[src/rtl/conv_result_drain_if.sv]
// Result-drain bus: the engine's tile-done side and the output element stream.
// master = the drain block, slave = engine / output-buffer writer side.
interface conv_result_drain_if #(
  parameter int DATA_WIDTH = 16,
  parameter int PARA_X     = 3,
  parameter int PARA_Y     = 3,
  parameter int ADDR_WIDTH = 16
);
  logic                                 result_ready;
  logic [PARA_X*PARA_Y*DATA_WIDTH-1:0]  result_buffer;
  logic [ADDR_WIDTH-1:0]                base_addr;
  logic                                 conv_clear;
  logic                                 out_valid;
  logic                                 out_ready;
  logic [DATA_WIDTH-1:0]                out_data;
  logic [ADDR_WIDTH-1:0]                out_addr;
  logic                                 out_last;
  logic                                 busy;
  logic                                 overrun;

  modport master (
    input  result_ready, result_buffer, base_addr, out_ready,
    output conv_clear, out_valid, out_data, out_addr, out_last, busy, overrun
  );

  modport slave (
    output result_ready, result_buffer, base_addr, out_ready,
    input  conv_clear, out_valid, out_data, out_addr, out_last, busy, overrun
  );
endinterface

[src/rtl/conv_result_drain.sv]
// conv_result_drain: captures the engine's PARA_X*PARA_Y float16 result tile on
// each rising result_ready, pulses conv_clear so the engine restarts, then
// streams the tile one element per valid/ready handshake with base_addr + index.
// Optional build macro RESULT_RELU_EN: zero any output element whose sign bit
// is set (including -0); captured data is untouched, mapping is on the output.
module conv_result_drain #(
  parameter int DATA_WIDTH = 16,
  parameter int PARA_X     = 3,
  parameter int PARA_Y     = 3,
  parameter int ADDR_WIDTH = 16
) (
  input  logic                    clk,
  input  logic                    rst,
  conv_result_drain_if.master     bus
);
  localparam int N     = PARA_X * PARA_Y;
  localparam int IDX_W = (N > 1) ? $clog2(N) : 1;
  localparam logic [IDX_W-1:0] LAST_IDX = IDX_W'(N - 1);

  typedef enum logic {IDLE, SEND} state_t;

  state_t                   state;
  logic [IDX_W-1:0]         idx;
  logic                     rdy_d;
  logic                     conv_clear_q;
  logic                     overrun_q;

  logic [N*DATA_WIDTH-1:0]  tile_p0;
  logic [ADDR_WIDTH-1:0]    base_p0;
  logic [DATA_WIDTH-1:0]    elem [N];

  logic                     rise;
  logic                     at_last;
  logic                     xfer;
  logic                     final_xfer;
  logic                     capture;

  // Output element mapping; sign-bit clamp only when the ReLU build is selected.
  function automatic logic [DATA_WIDTH-1:0] relu_map(input logic [DATA_WIDTH-1:0] e);
`ifdef RESULT_RELU_EN
    relu_map = e[DATA_WIDTH-1] ? '0 : e;
`else
    relu_map = e;
`endif
  endfunction

  // Edge detect and handshake qualifiers; a capture is legal from IDLE or on
  // the final transfer so back-to-back tiles drain without a bubble.
  always_comb begin
    rise       = bus.result_ready & ~rdy_d;
    at_last    = (idx == LAST_IDX);
    xfer       = (state == SEND) & bus.out_ready;
    final_xfer = xfer & at_last;
    capture    = rise & ((state == IDLE) | final_xfer);
  end

  // Control FSM: state, element index, edge history, clear pulse, sticky overrun.
  always_ff @(posedge clk) begin
    if (rst) begin
      state        <= IDLE;
      idx          <= '0;
      rdy_d        <= 1'b0;
      conv_clear_q <= 1'b0;
      overrun_q    <= 1'b0;
    end else begin
      rdy_d        <= bus.result_ready;
      conv_clear_q <= capture;
      if (rise && (state == SEND) && !final_xfer) begin
        overrun_q <= 1'b1;
      end
      case (state)
        IDLE: begin
          if (capture) begin
            state <= SEND;
            idx   <= '0;
          end
        end
        SEND: begin
          if (xfer) begin
            if (at_last) begin
              idx <= '0;
              if (!capture) begin
                state <= IDLE;
              end
            end else begin
              idx <= idx + 1'b1;
            end
          end
        end
        default: begin
          state <= IDLE;
          idx   <= '0;
        end
      endcase
    end
  end

  // Tile and base address capture; data registers carry no reset because the
  // FSM gates every use of them.
  always_ff @(posedge clk) begin
    if (capture) begin
      tile_p0 <= bus.result_buffer;
      base_p0 <= bus.base_addr;
    end
  end

  // Unpack the captured tile into addressable elements.
  always_comb begin
    for (int k = 0; k < N; k++) begin
      elem[k] = tile_p0[k*DATA_WIDTH +: DATA_WIDTH];
    end
  end

  // Stream outputs derive only from registered state, so they hold steady
  // through any stall; everything reads zero outside SEND.
  always_comb begin
    bus.out_valid  = (state == SEND);
    bus.busy       = (state == SEND);
    bus.out_last   = (state == SEND) & at_last;
    bus.out_data   = (state == SEND) ? relu_map(elem[idx]) : '0;
    bus.out_addr   = (state == SEND) ? (base_p0 + ADDR_WIDTH'(idx)) : '0;
    bus.conv_clear = conv_clear_q;
    bus.overrun    = overrun_q;
  end

endmodule

[src/flat_wrapper.sv]
// flat-port wrapper written by rule: the top's interface ports become plain ports
module conv_result_drain_flat 
#(
  parameter int DATA_WIDTH = 16,
  parameter int PARA_X     = 3,
  parameter int PARA_Y     = 3,
  parameter int ADDR_WIDTH = 16
)
  (clk, rst, bus_result_ready, bus_result_buffer, bus_base_addr, bus_out_ready, bus_conv_clear, bus_out_valid, bus_out_data, bus_out_addr, bus_out_last, bus_busy, bus_overrun);
  conv_result_drain_if #(.DATA_WIDTH(DATA_WIDTH), .PARA_X(PARA_X), .PARA_Y(PARA_Y), .ADDR_WIDTH(ADDR_WIDTH)) bus_i ();
  input  logic clk;
  input  logic rst;
  input wire logic [$bits(bus_i.result_ready)-1:0] bus_result_ready;
  input wire logic [$bits(bus_i.result_buffer)-1:0] bus_result_buffer;
  input wire logic [$bits(bus_i.base_addr)-1:0] bus_base_addr;
  input wire logic [$bits(bus_i.out_ready)-1:0] bus_out_ready;
  output wire logic [$bits(bus_i.conv_clear)-1:0] bus_conv_clear;
  output wire logic [$bits(bus_i.out_valid)-1:0] bus_out_valid;
  output wire logic [$bits(bus_i.out_data)-1:0] bus_out_data;
  output wire logic [$bits(bus_i.out_addr)-1:0] bus_out_addr;
  output wire logic [$bits(bus_i.out_last)-1:0] bus_out_last;
  output wire logic [$bits(bus_i.busy)-1:0] bus_busy;
  output wire logic [$bits(bus_i.overrun)-1:0] bus_overrun;
  assign bus_i.result_ready = bus_result_ready;
  assign bus_i.result_buffer = bus_result_buffer;
  assign bus_i.base_addr = bus_base_addr;
  assign bus_i.out_ready = bus_out_ready;
  assign bus_conv_clear = bus_i.conv_clear;
  assign bus_out_valid = bus_i.out_valid;
  assign bus_out_data = bus_i.out_data;
  assign bus_out_addr = bus_i.out_addr;
  assign bus_out_last = bus_i.out_last;
  assign bus_busy = bus_i.busy;
  assign bus_overrun = bus_i.overrun;
  conv_result_drain #(.DATA_WIDTH(DATA_WIDTH), .PARA_X(PARA_X), .PARA_Y(PARA_Y), .ADDR_WIDTH(ADDR_WIDTH)) u_core (.clk(clk), .rst(rst), .bus(bus_i));
endmodule
[config.mk]
export PLATFORM = sky130hd
export DESIGN_NAME = conv_result_drain_flat
export DESIGN_NICKNAME = d
export VERILOG_FILES = /design/src/rtl/conv_result_drain_if.sv /design/src/rtl/conv_result_drain.sv /design/src/flat_wrapper.sv
export SDC_FILE = /design/constraint.sdc
export NUM_CORES = 1
export LEC_CHECK = 0
export ABC_CLOCK_PERIOD_IN_PS = 9000
export BUFFER_PORTS_ARGS = -buffer_cell sky130_fd_sc_hd__buf_2
export CAP_MARGIN = 20
export CORE_MARGIN = 2
export CORE_UTILIZATION = 47
export DETAILED_ROUTE_END_ITERATION = 12
export PLACE_DENSITY = 0.77
export SLEW_MARGIN = 20
export SYNTH_ARGS = -nofsm -noshare
export SYNTH_HDL_FRONTEND = slang
export SYNTH_SLANG_ARGS = --single-unit
export TNS_END_PERCENT = 100
[constraint.sdc]
create_clock -name clk -period 9 [get_ports clk]
set_clock_uncertainty 0.05 [all_clocks]
set_input_delay 0.45 -clock clk [delete_from_list [all_inputs] [get_ports clk]]
set_output_delay 0.45 -clock clk [all_outputs]
set_load 0.02 [all_outputs]
## Word-level counts from Yosys, hierarchy flattened

Cells that the tools add are included.

- Word-level logic and storage cells: 39
- Register bits after elaboration: 168

- Order comparisons: 1
- Mux-type cells: 13
- Reductions and logical operators: 4
- Bitwise gates (word level): 9
- Add/sub/neg operators: 2
- Equal/unequal tests: 3

Operators with widths:

| operator | count |
|---|---|
| binary-select mux 16 bit (select 4 bit) | 1 |
| 2-to-1 mux 16 bit | 4 |
| adder 16 x 4 -> 16 bit | 1 |
| 2-to-1 mux 4 bit | 3 |
| case mux 4 bit (2 select lines) | 1 |
| bitwise AND 1 bit | 5 |
| >= comparator 5 bit (second input constant) | 1 |
| NOT 4 -> 5 bit | 1 |
| adder 4 x 1 -> 4 bit (second input constant) | 1 |
| == test 4 bit (second input constant) | 1 |
| 2-to-1 mux 1 bit | 3 |
| logical AND 1 bit | 2 |
| != test 2 x 1 -> 1 bit (second input constant) | 1 |
| != test 2 bit (second input constant) | 1 |
| NOT 1 bit | 2 |
| case mux 1 bit (2 select lines) | 1 |
| AND reduction 2 bit | 1 |
| logical NOT 1 bit | 1 |
| OR 1 bit | 1 |

## Depth between registers and ports, before layout

Gate-level depths: netlist of run 1.

- Depth in word-level cells: 8
- Mapped depth: 9

## Worst setup path before layout of run 1

OpenSTA, ideal clock, no wires.

- Path kind: register to register
- Start: register u_core.idx[0]
- End: register u_core.base_p0[0] (enable)
- Required time: 8.268 ns
- Stages on the path, launching flop included: 9
- Buffers on the path: 3
- Arrival time: 7.999 ns
- Setup time: 0.682 ns
- Setup slack: 0.270 ns
- Cells stage by stage: dfxtp_1 -> buf_4 -> buf_4 -> buf_4 -> inv_1 -> ha_1 -> and3b_1 -> a21oi_1 -> nor2_1

- Cells in the longest elaborated chain, start to end: 4

RTL lines:

| item | line | text |
|---|---|---|
| start: declaration | conv_result_drain.sv:23 | `logic [IDX_W-1:0] idx;` |
| start signal: assignment | conv_result_drain.sv:86 | `idx <= idx + 1'b1;` |
| == test 4 bit | conv_result_drain.sv:51 | `at_last = (idx == LAST_IDX);` |
| bitwise AND 1 bit | conv_result_drain.sv:53 | `final_xfer = xfer & at_last;` |
| OR 1 bit | conv_result_drain.sv:54 | `capture = rise & ((state == IDLE) \| final_xfer);` |
| bitwise AND 1 bit | conv_result_drain.sv:54 |  |
| via u_core.capture | conv_result_drain.sv:36 | `logic capture;` |
| end signal: assignment | conv_result_drain.sv:103 | `base_p0 <= bus.base_addr;` |
| end: declaration | conv_result_drain.sv:29 | `logic [ADDR_WIDTH-1:0] base_p0;` |

The timed path passes the listed nets, and every way through them passes these cells.
A chain may end at the register's enable or synchronous reset.

## Worst setup path in the final report of run 1

- Start: register u_core.idx[3]
- End: output bus_out_addr[9]

- Cells in the longest elaborated chain, start to end: 2

RTL lines:

| item | line | text |
|---|---|---|
| adder 16 x 4 -> 16 bit | conv_result_drain.sv:121 | `bus.out_addr = (state == SEND) ? (base_p0 + ADDR_WIDTH'(idx)) : '0;` |
| 2-to-1 mux 16 bit | conv_result_drain.sv:121 |  |
| end: declaration | flat_wrapper.sv:20 | `output wire logic [$bits(bus_i.out_addr)-1:0] bus_out_addr;` |

Every way passes these cells.

==> results.txt, run 1 <==
----------------------------------------------------
[Power and ir drop]
  Internal power component ... 1.40 mW
  Sw Ratio ... 21.0%
  Logic gate share of total power ... 7.3%
  Power density of the placed cells ... 206 mW/mm^2
  Clk pwr share ... 40.4%
  Leakage dissipation ... 3.21 nW
  Reported net switching power ... 0.372 mW
  IR drop worst, VDD ... 0.000184 V
  Sequential cell fraction of total power ... 52.3%

[Clock network]
  Clock-pin transition on the worst setup and hold timing paths ... 0.06 ns
  Cells resized by post-CTS repair ... 0
  Cts bufs inserted ... 17
  Count of clock tree sinks ... 168
  H-tree levels ... 4
  Clock root buffer ... sky130_fd_sc_hd__clkbuf_16
  Number of buffers on the longest clock path ... 2
  CTS tree ... yes
  Hold buffer count at cts ... 0
  Insertion delay of the later-clocked pin in the worst-skew pair ... 0.41 ns
  Count of buffers added by post-CTS timing repair for setup ... 0

[Yosys]
  Cell with the most instances after synthesis ... sky130_fd_sc_hd__edfxtp_1
  Post-synth EDFFs ... 160
  Syn nets ... 584
  Post-synth ARST share ... 0%
  Post-synthesis instance area ... 0.00683 sq mm
  Register bit count reported by yosys ... 168
  Synth area leader ... sky130_fd_sc_hd__edfxtp_1
  Warnings from Yosys ... 0
  Yosys cell types ... 45
  Mean post-synth cell area ... 16.5 sq um
  Register area share after synthesis ... 72.7%
  Cell types with the largest area share after synthesis ... sky130_fd_sc_hd__edfxtp_1, sky130_fd_sc_hd__mux4_2, sky130_fd_sc_hd__mux2i_1, sky130_fd_sc_hd__dfxtp_1, sky130_fd_sc_hd__a221oi_1
  Cell count after synthesis ... 413
  Synth top area share ... 70.3%
  Flip-flop cell with the highest count after synthesis ... sky130_fd_sc_hd__edfxtp_1
  Top cell types by occurrence after synthesis ... sky130_fd_sc_hd__edfxtp_1, sky130_fd_sc_hd__mux2i_1, sky130_fd_sc_hd__a21oi_1

[Routing]
  Routed WL per cell ... 18.3 microns
  Detailed router's first-iteration violation count ... 314
  Via density ... 5.34
  DRT antenna net count ... 0
  Via Count ... 4344
  Post-Route WL ... 14.9 mm
  Total DRC errors in the routed layout ... 0
  Number of iterations in the first detailed-routing pass ... 4

[Timing]
  Headroom to the max-slew limit ... 32.0%
  Final count of pins violating max slew ... 0
  Total of endpoints with negative setup slack in the final report ... 0
  Worst setup margin ... 5.24 ns
  Worst hold slack after final layout ... 0.153 ns
  Fmax ... 0.266 GHz
  Sum Neg Setup Slack ... 0 ns
  Period utilisation layout ... 41.8%
  Unrepaired setup endpoints after global routing ... no
  Hold Vio Cnt, Final ... 0
  Minimum period implied by the final worst setup slack ... 3.76 ns
  Pin slew with the least headroom to its limit ... 1.02 ns

[Floorplan]
  Chip width ... 125 microns
  Effective utilization at floorplan ... 47.6%
  Area inside the core boundary ... 0.0144 sq mm
  # rows ... 44
  Full die area ... 0.0155 sq mm
  I/O pin total ... 201
  Height of the chip ... 125 microns

[Finish]
  Layout area overhead ... 26.2%
  Fill cell count ... 1090
  Number of nets at the end of the flow ... 786
  Final non-filler cell area ... 0.00862 sq mm
  Share of layout cells above drive strength 1 ... 41.6%

[Global routing]
  Overall overflow remaining after global route ... 0
  Wire length of the first global-routing pass ... 23.0 mm
  Via count of the first global-routing pass ... 4438
  Antenna violations before repair ... 2
  Global-route usage over all layers ... 19.6%
  Largest net degree at the start of global routing ... 67

[Run status]
  Run status ... finished, final reports clean

[Min path]
  HP Class ... in -> reg
  HP Start ... bus_result_buffer[66]

[Worst setup path]
  Endpoint type of the worst setup path ... primary output
  Critical Path Fanout Max ... 22
  CP startpoint kind ... register
  Arrival @ worst endpoint ... 3.26 ns
  Critical Setup Path Class ... reg -> out
  Launch point of the worst reg-to-reg path ... u_core.idx[3]$_SDFFE_PP0P_
  Data required time of the critical path ... 8.50 ns
  Beginning of the critical path ... u_core.idx[3]$_SDFFE_PP0P_

[Place]
  Count of buffers inserted at the top-level ports ... 200
  GPL Wtd Cong ... 0.833
  Placed instance area ... 0.00799 sq mm
  Detailed placer's ending HPWL ... 10.4 mm
  Setup slack after placement ... 5.22 ns

[Job]
  Max capacitance violation total ... 0

----------------------------------------------------
power groups by stage:
stage                     Sequential (mW)  Clock [mW]  Combinational (mW)
after CTS                           0.929       0.730               0.128
after global placement              0.943           0               0.125
final                               0.929       0.716               0.129
after detailed placement            0.945           0               0.128
after floorplan                     0.945           0              0.0722
after global routing                0.933       0.762               0.141
per-stage QoR:
step | total power [mW] | util, % | std cells
floorplan | 1.02 | - | 413
global placement | 1.07 | 55.6 | 777
detailed placement | 1.07 | 55.6 | 777
CTS | 1.79 | 59.7 | 809
global route | 1.84 | 60.0 | 814
finish | 1.77 | 60.0 | 814
final timing paths:
| path | slack [ns] | endpoint | cells after the start |
|---|---|---|---|
| worst min-delay path | 0.15 | u_core.tile_p0[66]$_DFFE_PP_ | 1 |
| worst min register to register | 0.43 | u_core.bus.overrun$_SDFFE_PP0P_ | 2 |
| worst max register to register | 5.70 | u_core.tile_p0[17]$_DFFE_PP_ | 5 |
| worst max-delay path | 5.24 | bus_out_addr[9] | 7 |
layer usage:
metal  global-route usage, %  vias up  share of wire (%)
met5                       0        -                  0
met4                    8.39        0                2.7
met3                    4.51       26                5.1
met2                    33.4      160                 53
met1                    23.9     2110                 39
li1                        -     2048                  -
state kept, by name (all words and copies together) (netlist names):
| signal | flops |
|---|---|
| u_core.rdy_d | 1 |
| u_core.tile_p0 | 144 |
| u_core.bus.overrun | 1 |
| u_core.bus.conv_clear | 1 |
| u_core.base_p0 | 16 |
| u_core.idx | 4 |
| u_core.bus.busy | 1 |
cells in the final DEF, fill, tap and decap left out, drive strengths merged, types with 3 or more instances in the layout:
master | synthesis | layout
a211oi | 4 | 4
a21oi | 28 | 28
a221oi | 17 | 17
and3 | 3 | 3
buf | 10 | 206
bufinv | 0 | 3
clkbuf | 14 | 21
clkinv | 0 | 4
clkinvlp | 0 | 4
dfxtp | 8 | 8
edfxtp | 160 | 160
ha | 6 | 6
inv | 11 | 12
mux2i | 34 | 34
mux4 | 16 | 16
nand2 | 23 | 23
nand2b | 5 | 5
nand3 | 4 | 4
nand4 | 4 | 4
nor2 | 11 | 11
nor3 | 3 | 3
o21ai | 22 | 22
or3 | 4 | 4
or4 | 3 | 3
xnor2 | 3 | 3
cells by family (layout without fill, tap and decap cells):
family | after synthesis | count (layout) | share of synthesized area [%]
flops | 168 | 168 | 72.7
compound gates | 79 | 79 | 7.16
simple gates | 69 | 69 | 5.48
mux | 50 | 50 | 10.3
buf+inv | 35 | 250 | 2.42
fa+ha+maj | 7 | 7 | 1.39
xor+xnor | 5 | 5 | 0.641
other cells | 0 | 2 | 0
worst max-delay path: stages, from the launching register on:
cell                       delay (ns)
sky130_fd_sc_hd__dfxtp_1         0.97
sky130_fd_sc_hd__ha_1            0.44
sky130_fd_sc_hd__and3_1          0.21
sky130_fd_sc_hd__a221oi_1        0.52
sky130_fd_sc_hd__clkbuf_2        0.27
sky130_fd_sc_hd__o21ai_0         0.10
sky130_fd_sc_hd__a21oi_1         0.14
sky130_fd_sc_hd__buf_2           0.18
cell type report:
type / instances / area (sq um) / area share, %
repair buffers: 207 / 1070 / 12.4
inverters: 11 / 41.3 / 0.479
clock buffers: 20 / 437 / 5.06
well taps: 184 / 230 / 2.67
diodes: 2 / 5.00 / 0.0580
multi-input cells: 210 / 1720 / 19.9
clock inverters: 12 / 151 / 1.76
flip-flops and latches: 168 / 4970 / 57.6
Note: power is estimated with default switching activity, not from simulation.
==> run 2: changes to the inputs <==
--- a/config.mk
+++ b/config.mk
@@ -5,11 +5,12 @@
 export SDC_FILE = /design/constraint.sdc
 export NUM_CORES = 1
 export LEC_CHECK = 0
-export ABC_CLOCK_PERIOD_IN_PS = 9000
+export ABC_AREA = 1
+export ABC_CLOCK_PERIOD_IN_PS = 3530
 export BUFFER_PORTS_ARGS = -buffer_cell sky130_fd_sc_hd__buf_2
 export CAP_MARGIN = 20
 export CORE_MARGIN = 2
-export CORE_UTILIZATION = 47
+export CORE_UTILIZATION = 50
 export DETAILED_ROUTE_END_ITERATION = 12
 export PLACE_DENSITY = 0.77
 export SLEW_MARGIN = 20
==> constraint.sdc (replaced) <==
create_clock -name clk -period 3.53 [get_ports clk]
set_clock_uncertainty 0.05 [all_clocks]
set_input_delay 0.1765 -clock clk [delete_from_list [all_inputs] [get_ports clk]]
set_output_delay 0.1765 -clock clk [all_outputs]
set_load 0.02 [all_outputs]
==> run 2 against run 1 <==
Effect of this change: routed wire length rose by 52%; largest cell class unchanged; via count rose by 52%; clock power rose by 150%; design area rose by 25%; synthesized cell count rose by 77%.
==> results.txt, run 2 <==
----------------------------------------------------
[Routing]
  Total DRC errors in the routed layout ... 0 (unchanged)
  Via density ... 5.11 (-4.3%)
  Detailed router's first-iteration violation count ... 596 (+90%)
  Post-Route WL ... 22.6 mm (+52%)
  Via Count ... 6598 (+52%)
  Number of iterations in the first detailed-routing pass ... 5 (+1)
  Routed WL per cell ... 17.5 microns (-4.5%)
  DRT antenna net count ... 0 (unchanged)

[Floorplan]
  # rows ... 44 (unchanged)
  Height of the chip ... 126 microns (+1.2%)
  Effective utilization at floorplan ... 51.3% (+3.7 points)
  Chip width ... 126 microns (+1.2%)
  Area inside the core boundary ... 0.0145 sq mm (+1.1%)
  I/O pin total ... 201 (unchanged)
  Full die area ... 0.0159 sq mm (+2.5%)

[Power and ir drop]
  Tot Pwr ... 4.74 mW (+170%)
  Leakage dissipation ... 4.88 nW (+52%)
  Power density of the placed cells ... 438 mW/mm^2 (+110%)
  IR drop worst, VDD ... 0.000369 V (+100%)

[Yosys]
  Register area share after synthesis ... 66.6% (-6.1 points)
  Post-synthesis instance area ... 0.00745 sq mm (+9.1%)
  Flip-flop cell with the highest count after synthesis ... sky130_fd_sc_hd__edfxtp_1
  Synth Area in Adders ... 1.28% (-0.12 points)
  Cell with the most instances after synthesis ... sky130_fd_sc_hd__nand2_1
  Syn nets ... 902 (+54%)
  Cell count after synthesis ... 731 (+77%)
  Mean post-synth cell area ... 10.2 sq um (-38%)
  Register bit count reported by yosys ... 168 (unchanged)
  Post-synth ARST share ... 0% (unchanged)
  Warnings from Yosys ... 0 (unchanged)
  Share of synthesized cell area in and, or, nand and nor gates ... 20.4% (+15 points)
  Multiplexer area fraction after synthesis ... 0% (-10 points)
  Synth area leader ... sky130_fd_sc_hd__edfxtp_1
  Synth top area share ... 64.5% (-5.9 points)
  Xor and xnor fraction of the mapped netlist area ... 0.235% (-0.41 points)
  Yosys cell types ... 26 (-42%)
  Compound-cell area share of the yosys netlist ... 2.90% (-4.3 points)
  Top cell types by occurrence after synthesis ... sky130_fd_sc_hd__nand2_1, sky130_fd_sc_hd__edfxtp_1, sky130_fd_sc_hd__inv_1
  Cell types with the largest area share after synthesis ... sky130_fd_sc_hd__edfxtp_1, sky130_fd_sc_hd__nand2_1, sky130_fd_sc_hd__nand3_1, sky130_fd_sc_hd__inv_1, sky130_fd_sc_hd__dfxtp_1
  Dominant combinational cell family by area after synthesis ... simple AND/OR/NAND/NOR gates
  Post-synth EDFFs ... 160 (unchanged)

[Clock network]
  Cts bufs inserted ... 17 (unchanged)
  Insertion delay of the later-clocked pin in the worst-skew pair ... 0.42 ns (about the same)
  Clock root buffer ... sky130_fd_sc_hd__clkbuf_16
  H-tree levels ... 4 (unchanged)
  CTS tree ... yes
  Count of buffers added by post-CTS timing repair for setup ... 0 (unchanged)
  Clock-pin transition on the worst setup and hold timing paths ... 0.06 ns (about the same)
  Number of buffers on the longest clock path ... 2 (unchanged)
  Count of clock tree sinks ... 168 (unchanged)

[Timing]
  Period utilisation layout ... 88.3%
  Sum Neg Setup Slack ... 0 ns (unchanged)
  Minimum period implied by the final worst setup slack ... 3.12 ns
  Fmax ... 0.321 GHz
  Unrepaired setup endpoints after global routing ... no
  Headroom to the max-slew limit ... 54.1% (+22 points)
  Final count of pins violating max slew ... 0 (unchanged)
  Total of endpoints with negative setup slack in the final report ... 0 (unchanged)
  Pin slew with the least headroom to its limit ... 0.689 ns (-0.328 ns)
  Hold Vio Cnt, Final ... 0 (unchanged)

[Finish]
  Most common cell after layout, fill and taps aside ... sky130_fd_sc_hd__nand2_1
  Top reg by flops ... u_core.tile_p0
  Share of layout cells above drive strength 1 ... 22.7% (-19 points)
  Final non-filler cell area ... 0.0108 sq mm (+25%)
  Utilization after layout ... 74.4% (+14 points)
  Largest register FFs ... 144 (unchanged)
  Post-Layout Cell Count ... 1292 (+59%)
  Largest registers ... u_core.tile_p0: 144 flops, u_core.base_p0: 16 flops, u_core.idx: 4 flops
  Number of nets at the end of the flow ... 1261 (+60%)
  Layout area overhead ... 45.1%
  Commonest cells after routing, fill and taps aside ... sky130_fd_sc_hd__nand2_1, sky130_fd_sc_hd__buf_2, sky130_fd_sc_hd__dlygate4sd3_1

[Global routing]
  Via count of the first global-routing pass ... 6772 (+53%)
  Overall overflow remaining after global route ... 0 (unchanged)
  Global-route usage over all layers ... 28.8% (+9.3 points)
  Antenna violations before repair ... 4 (+2)
  Largest net degree at the start of global routing ... 109 (+63%)
  Wire length of the first global-routing pass ... 34.6 mm (+50%)

[Worst setup path]
  Reg-to-reg setup timing slack ... 0.91 ns (-4.79 ns)
  Beginning of the critical path ... u_core.idx[1]$_SDFFE_PP0P_
  Critical Setup Path Class ... reg -> out
  Critical Path Fanout Max ... 20 (-9.1%)
  CP startpoint kind ... register
  Data required time of the critical path ... 3.30 ns (-5.20 ns)
  Endpoint type of the worst setup path ... primary output
  Arrival @ worst endpoint ... 2.89 ns (-0.37 ns)
  Launch point of the worst reg-to-reg path ... u_core.idx[1]$_SDFFE_PP0P_

[Job]
  Max capacitance violation total ... 0 (unchanged)

[Min path]
  HP Start ... bus_out_ready
  HP Class ... in -> reg

[Place]
  Placed instance area ... 0.00864 sq mm (+8.1%)
  GPL Wtd Cong ... 0.796 (-4.4%)
  Placed cell count ... 1092 (+41%)
  Count of buffers inserted at the top-level ports ... 200 (unchanged)
  Detailed placer's ending HPWL ... 12.2 mm (+17%)

[Run status]
  Run status ... finished, final reports clean

----------------------------------------------------
==> run 2: changes by cell type after synthesis, sizes merged, moves of 4 or more <==
cell	before	now
a221oi	17	0
buf	10	24
mux4	16	0
a21oi	28	32
nor2	11	32
inv	11	120
o21ai	22	6
nand2b	5	0
nand3	4	109
clkbuf	14	9
or3	4	0
mux2i	34	0
nand2	23	214
==> run 2: report_power, final <==
| group | switching, mW | total, mW | internal, mW |
|---|---|---|---|
| clock | 0.782 | 1.76 | 0.976 |
| sequential | 0.0440 | 2.36 | 2.32 |
| combinational | 0.337 | 0.621 | 0.284 |
| total | 1.16 | 4.74 | 3.58 |
==> run 2: area by class of cell <==
cell class | count | area, sq um
Sequential cell | 168 | 4970
Fill cell | 948 | 3710
Timing Repair Buffer | 373 | 2730
Multi-Input combinational cell | 410 | 1880
Inverter | 120 | 454
Clock buffer | 22 | 444
Tap cell | 184 | 230
Clock inverter | 10 | 95.1
Antenna cell | 5 | 12.5
==> run 2: metrics by stage <==
stage / hold slack, ns / worst slack, ns
detailed placement: 0.305 / 0.866
CTS: 0.0593 / 0.396
global placement: 0.304 / 0.964
floorplan: 0.225 / -0.514
finish: 0.0723 / 0.413
global route: 0.104 / 0.121
==> run 2: worst paths after layout <==
check	end	depth (start not counted)
setup / recovery	bus_out_addr[10]	11
hold / removal	u_core.bus.busy$_SDFF_PP0_	4
setup reg to reg	u_core.tile_p0[70]$_DFFE_PP_	9
hold reg to reg	u_core.bus.overrun$_SDFFE_PP0P_	2
==> run 2: cells by family after synthesis <==
| logic type | after synthesis |
|---|---|
| AO/OA/AOI/OAI | 40 |
| XOR/XNOR | 2 |
| adder cells (fa/ha/maj) | 7 |
| buffers and inverters | 153 |
| flip-flops | 168 |
| AND/OR/NAND/NOR | 361 |
==> run 2: critical path, stage by stage, from the launching register on <==
cell	delay (ns)
sky130_fd_sc_hd__dfxtp_2	0.59
sky130_fd_sc_hd__inv_1	0.35
sky130_fd_sc_hd__fa_1	0.52
sky130_fd_sc_hd__inv_1	0.07
sky130_fd_sc_hd__nand3_1	0.06
sky130_fd_sc_hd__nand2_1	0.16
sky130_fd_sc_hd__inv_1	0.06
sky130_fd_sc_hd__nor2_1	0.25
sky130_fd_sc_hd__nand3_1	0.12
sky130_fd_sc_hd__nand2_1	0.08
sky130_fd_sc_hd__nor2_1	0.05
sky130_fd_sc_hd__buf_2	0.15
==> run 2: repair_timing <==
item | in CTS | in global routing
endpoints found under the setup margin | 0 | 0
hold buffers | 163 | 0
hold endpoints to repair | 167 | 0
gates resized for setup | 0 | 0
==> run 2: layer usage <==
| layer | up-vias | global-route usage, % | wire, microns |
|---|---|---|---|
| met5 | - | 0 | 0 |
| met4 | 0 | 14.9 | 1120 |
| met3 | 80 | 5.90 | 1320 |
| met2 | 349 | 51.8 | 11900 |
| met1 | 3061 | 32.4 | 8230 |
| li1 | 3108 | - | - |
==> run 3: changes to the inputs <==
--- a/config.mk
+++ b/config.mk
@@ -9,9 +9,10 @@
 export ABC_CLOCK_PERIOD_IN_PS = 3530
 export BUFFER_PORTS_ARGS = -buffer_cell sky130_fd_sc_hd__buf_2
 export CAP_MARGIN = 20
-export CORE_MARGIN = 2
+export CORE_MARGIN = 5
 export CORE_UTILIZATION = 50
 export DETAILED_ROUTE_END_ITERATION = 12
+export HOLD_SLACK_MARGIN = 0.15
 export PLACE_DENSITY = 0.77
 export SLEW_MARGIN = 20
 export SYNTH_ARGS = -nofsm -noshare
==> run 3 against run 2 <==
Effect of this change: register-to-register slack gained 0.08 ns; sequential share of layout area decreased by 0.15 points; combinational power grew 0.6%; die area increased by 9.7%; clock-buffer cell count fell by 3; power grew 0.53%; critical endpoint is now bus_out_addr[13].
==> results.txt, run 3 (same netlist as run 2, synthesis figures left out) <==
----------------------------------------------------
[Worst setup path]
  Slowest cell delay on critical path ... 0.93 ns (+0.34 ns)
  Endpoint type of the worst setup path ... primary output
  Critical path, cell by cell ... ha_1 > inv_1 > nand2_1 > nand3b_1 > nand2_1 > nand3_1 > nand2_1 > nor2_1 > buf_2
  Critical Path Fanout Max ... 20 (unchanged)
  Critical Setup Path Class ... reg -> out
  Critical-path top delay cell ... sky130_fd_sc_hd__dfxtp_1
  Data required time of the critical path ... 3.30 ns (about the same)
  Bufs and invs on worst path ... 2 (-2)
  Cell occurring most often along the worst timing path ... sky130_fd_sc_hd__nand2_1
  Arrival @ worst endpoint ... 2.64 ns (-0.25 ns)
  CP startpoint kind ... register
  Kind of cell with the highest combined delay on the critical path ... flip-flops

[Finish]
  Top reg by flops ... u_core.tile_p0
  Number of nets at the end of the flow ... 1264 (+0.24%)
  Fill cell count ... 929 (-2.0%)
  Commonest cells after routing, fill and taps aside ... sky130_fd_sc_hd__nand2_1, sky130_fd_sc_hd__buf_2, sky130_fd_sc_hd__dlygate4sd3_1
  Largest registers ... u_core.tile_p0: 144 flops, u_core.base_p0: 16 flops, u_core.idx: 4 flops
  Share of layout cells above drive strength 1 ... 23.1% (+0.39 points)
  Largest register FFs ... 144 (unchanged)
  Most common cell after layout, fill and taps aside ... sky130_fd_sc_hd__nand2_1
  Final non-filler cell area ... 0.0109 sq mm (+0.32%)
  Layout area overhead ... 45.6%
  Utilization after layout ... 74.4% (about the same)
  Seq. cell area ... 0.00497 sq mm (unchanged)
  Area of combinational cells with multiple inputs ... 0.00188 sq mm (unchanged)

[Floorplan]
  Full die area ... 0.0175 sq mm (+9.7%)
  # rows ... 44 (unchanged)
  Chip width ... 132 microns (+4.8%)
  Height of the chip ... 132 microns (+4.8%)
  I/O pin total ... 201 (unchanged)
  Effective utilization at floorplan ... 51.1% (-0.19 points)
  Area inside the core boundary ... 0.0146 sq mm (+0.38%)

[Timing]
  Sum Neg Setup Slack ... 0 ns (unchanged)
  Total of endpoints with negative setup slack in the final report ... 0 (unchanged)
  Final count of pins violating max slew ... 0 (unchanged)
  Minimum period implied by the final worst setup slack ... 2.86 ns (-0.253 ns)
  Fmax ... 0.349 GHz (+8.8%)
  Hold Vio Cnt, Final ... 0 (unchanged)
  Period utilisation layout ... 81.1% (-7.2 points)
  Pin slew with the least headroom to its limit ... 0.976 ns (+0.287 ns)
  Worst setup margin ... 0.666 ns (+0.253 ns)
  Unrepaired setup endpoints after global routing ... no
  Headroom to the max-slew limit ... 35.0% (-19 points)

[Power and ir drop]
  Leakage dissipation ... 4.89 nW (+0.28%)
  Power density of the placed cells ... 439 mW/mm^2 (+0.21%)
  Tot Pwr ... 4.76 mW (+0.53%)
  IR drop worst, VDD ... 0.000385 V (+4.4%)

[Global routing]
  Via count of the first global-routing pass ... 6700 (-1.1%)
  Largest net degree at the start of global routing ... 87 (-20%)
  Overall overflow remaining after global route ... 0 (unchanged)
  Antenna violations before repair ... 3 (-1)
  Wire length of the first global-routing pass ... 35.2 mm (+1.8%)
  Global-route usage over all layers ... 26.2% (-2.6 points)

[Clock network]
  Clock root buffer ... sky130_fd_sc_hd__clkbuf_16
  Count of buffers added by post-CTS timing repair for setup ... 0 (unchanged)
  Number of buffers on the longest clock path ... 2 (unchanged)
  Insertion delay of the later-clocked pin in the worst-skew pair ... 0.42 ns (about the same)
  CTS tree ... yes
  Count of clock tree sinks ... 168 (unchanged)
  Clock-pin transition on the worst setup and hold timing paths ... 0.07 ns (about the same)
  Cts bufs inserted ... 17 (unchanged)
  H-tree levels ... 4 (unchanged)

[Run status]
  Run status ... finished, final reports clean

[Place]
  GPL Wtd Cong ... 0.793 (-0.39%)
  Count of buffers inserted at the top-level ports ... 200 (unchanged)
  Setup slack after placement ... 0.960 ns (+0.0932 ns)
  Placed instance area ... 0.00861 sq mm (-0.29%)
  Detailed placer's ending HPWL ... 12.5 mm (+2.3%)

[Job]
  Max capacitance violation total ... 0 (unchanged)

[Routing]
  Via Count ... 6534 (-0.97%)
  Detailed router's first-iteration violation count ... 587 (-1.5%)
  DRT antenna net count ... 0 (unchanged)
  Post-Route WL ... 23.1 mm (+2.1%)
  Routed WL per cell ... 17.8 microns (+2.0%)
  Via density ... 5.05 (-1.1%)
  Number of iterations in the first detailed-routing pass ... 5 (unchanged)
  Total DRC errors in the routed layout ... 0 (unchanged)

[Min path]
  HP Class ... in -> reg

----------------------------------------------------
## run 3: layout make-up
cell class / count / share of cell area, %
clock inverters: 13 / 1.12
clock buffers: 19 / 3.99
repair buffers: 376 / 25.4
inverters: 120 / 4.18
diodes: 4 / 0.0922
flip-flops and latches: 168 / 45.8
multi-input cells: 410 / 17.3
well taps: 184 / 2.12
## run 3: worst register-to-register path, delay by kind of cell (launching register included)
kind                   cells  cell delay [ns]
buffers and inverters      4             1.07
and+or+nand+nor            3             0.27
AOI/OAI and AO/OA          1             0.08
DFF                        1             0.61
## run 3: worst paths after layout
kind                                   start                         endpoint  slack, ns  cells after the start
min                   bus_result_buffer[122]    u_core.tile_p0[122]$_DFFE_PP_       0.40                      2
min reg2reg  u_core.bus.overrun$_SDFFE_PP0P_  u_core.bus.overrun$_SDFFE_PP0P_       0.47                      2
max reg2reg       u_core.idx[2]$_SDFFE_PP0P_     u_core.tile_p0[58]$_DFFE_PP_       0.99                      8
max               u_core.idx[2]$_SDFFE_PP0P_                 bus_out_addr[13]       0.67                      9
## run 3: report_power, final
group	switching, mW	internal [mW]
clock network	0.801	0.979
logic	0.339	0.286
registers	0.0428	2.32
## run 3: stage by stage
step | hold slack, ns | instances
after detailed placement | 0.305 | 1092
after floorplan | 0.225 | 731
after CTS | 0.389 | 1289
after global placement | 0.304 | 1092
final | 0.404 | 1294
after global routing | 0.394 | 1294
## run 3: repair_timing
item                                   4_1_cts  5_1_grt
hold buffers                               165        0
endpoints found under the hold margin      168        0
gates resized for setup                      0        0
## run 3: layer usage
| metal | wire [microns] | up-vias | track usage [%] |
|---|---|---|---|
| li1 | - | 3116 | - |
| met1 | 8250 | 3023 | 29.0 |
| met2 | 12200 | 329 | 46.3 |
| met3 | 1640 | 66 | 6.87 |
| met4 | 1040 | 0 | 13.4 |
| met5 | 0 | - | 0 |
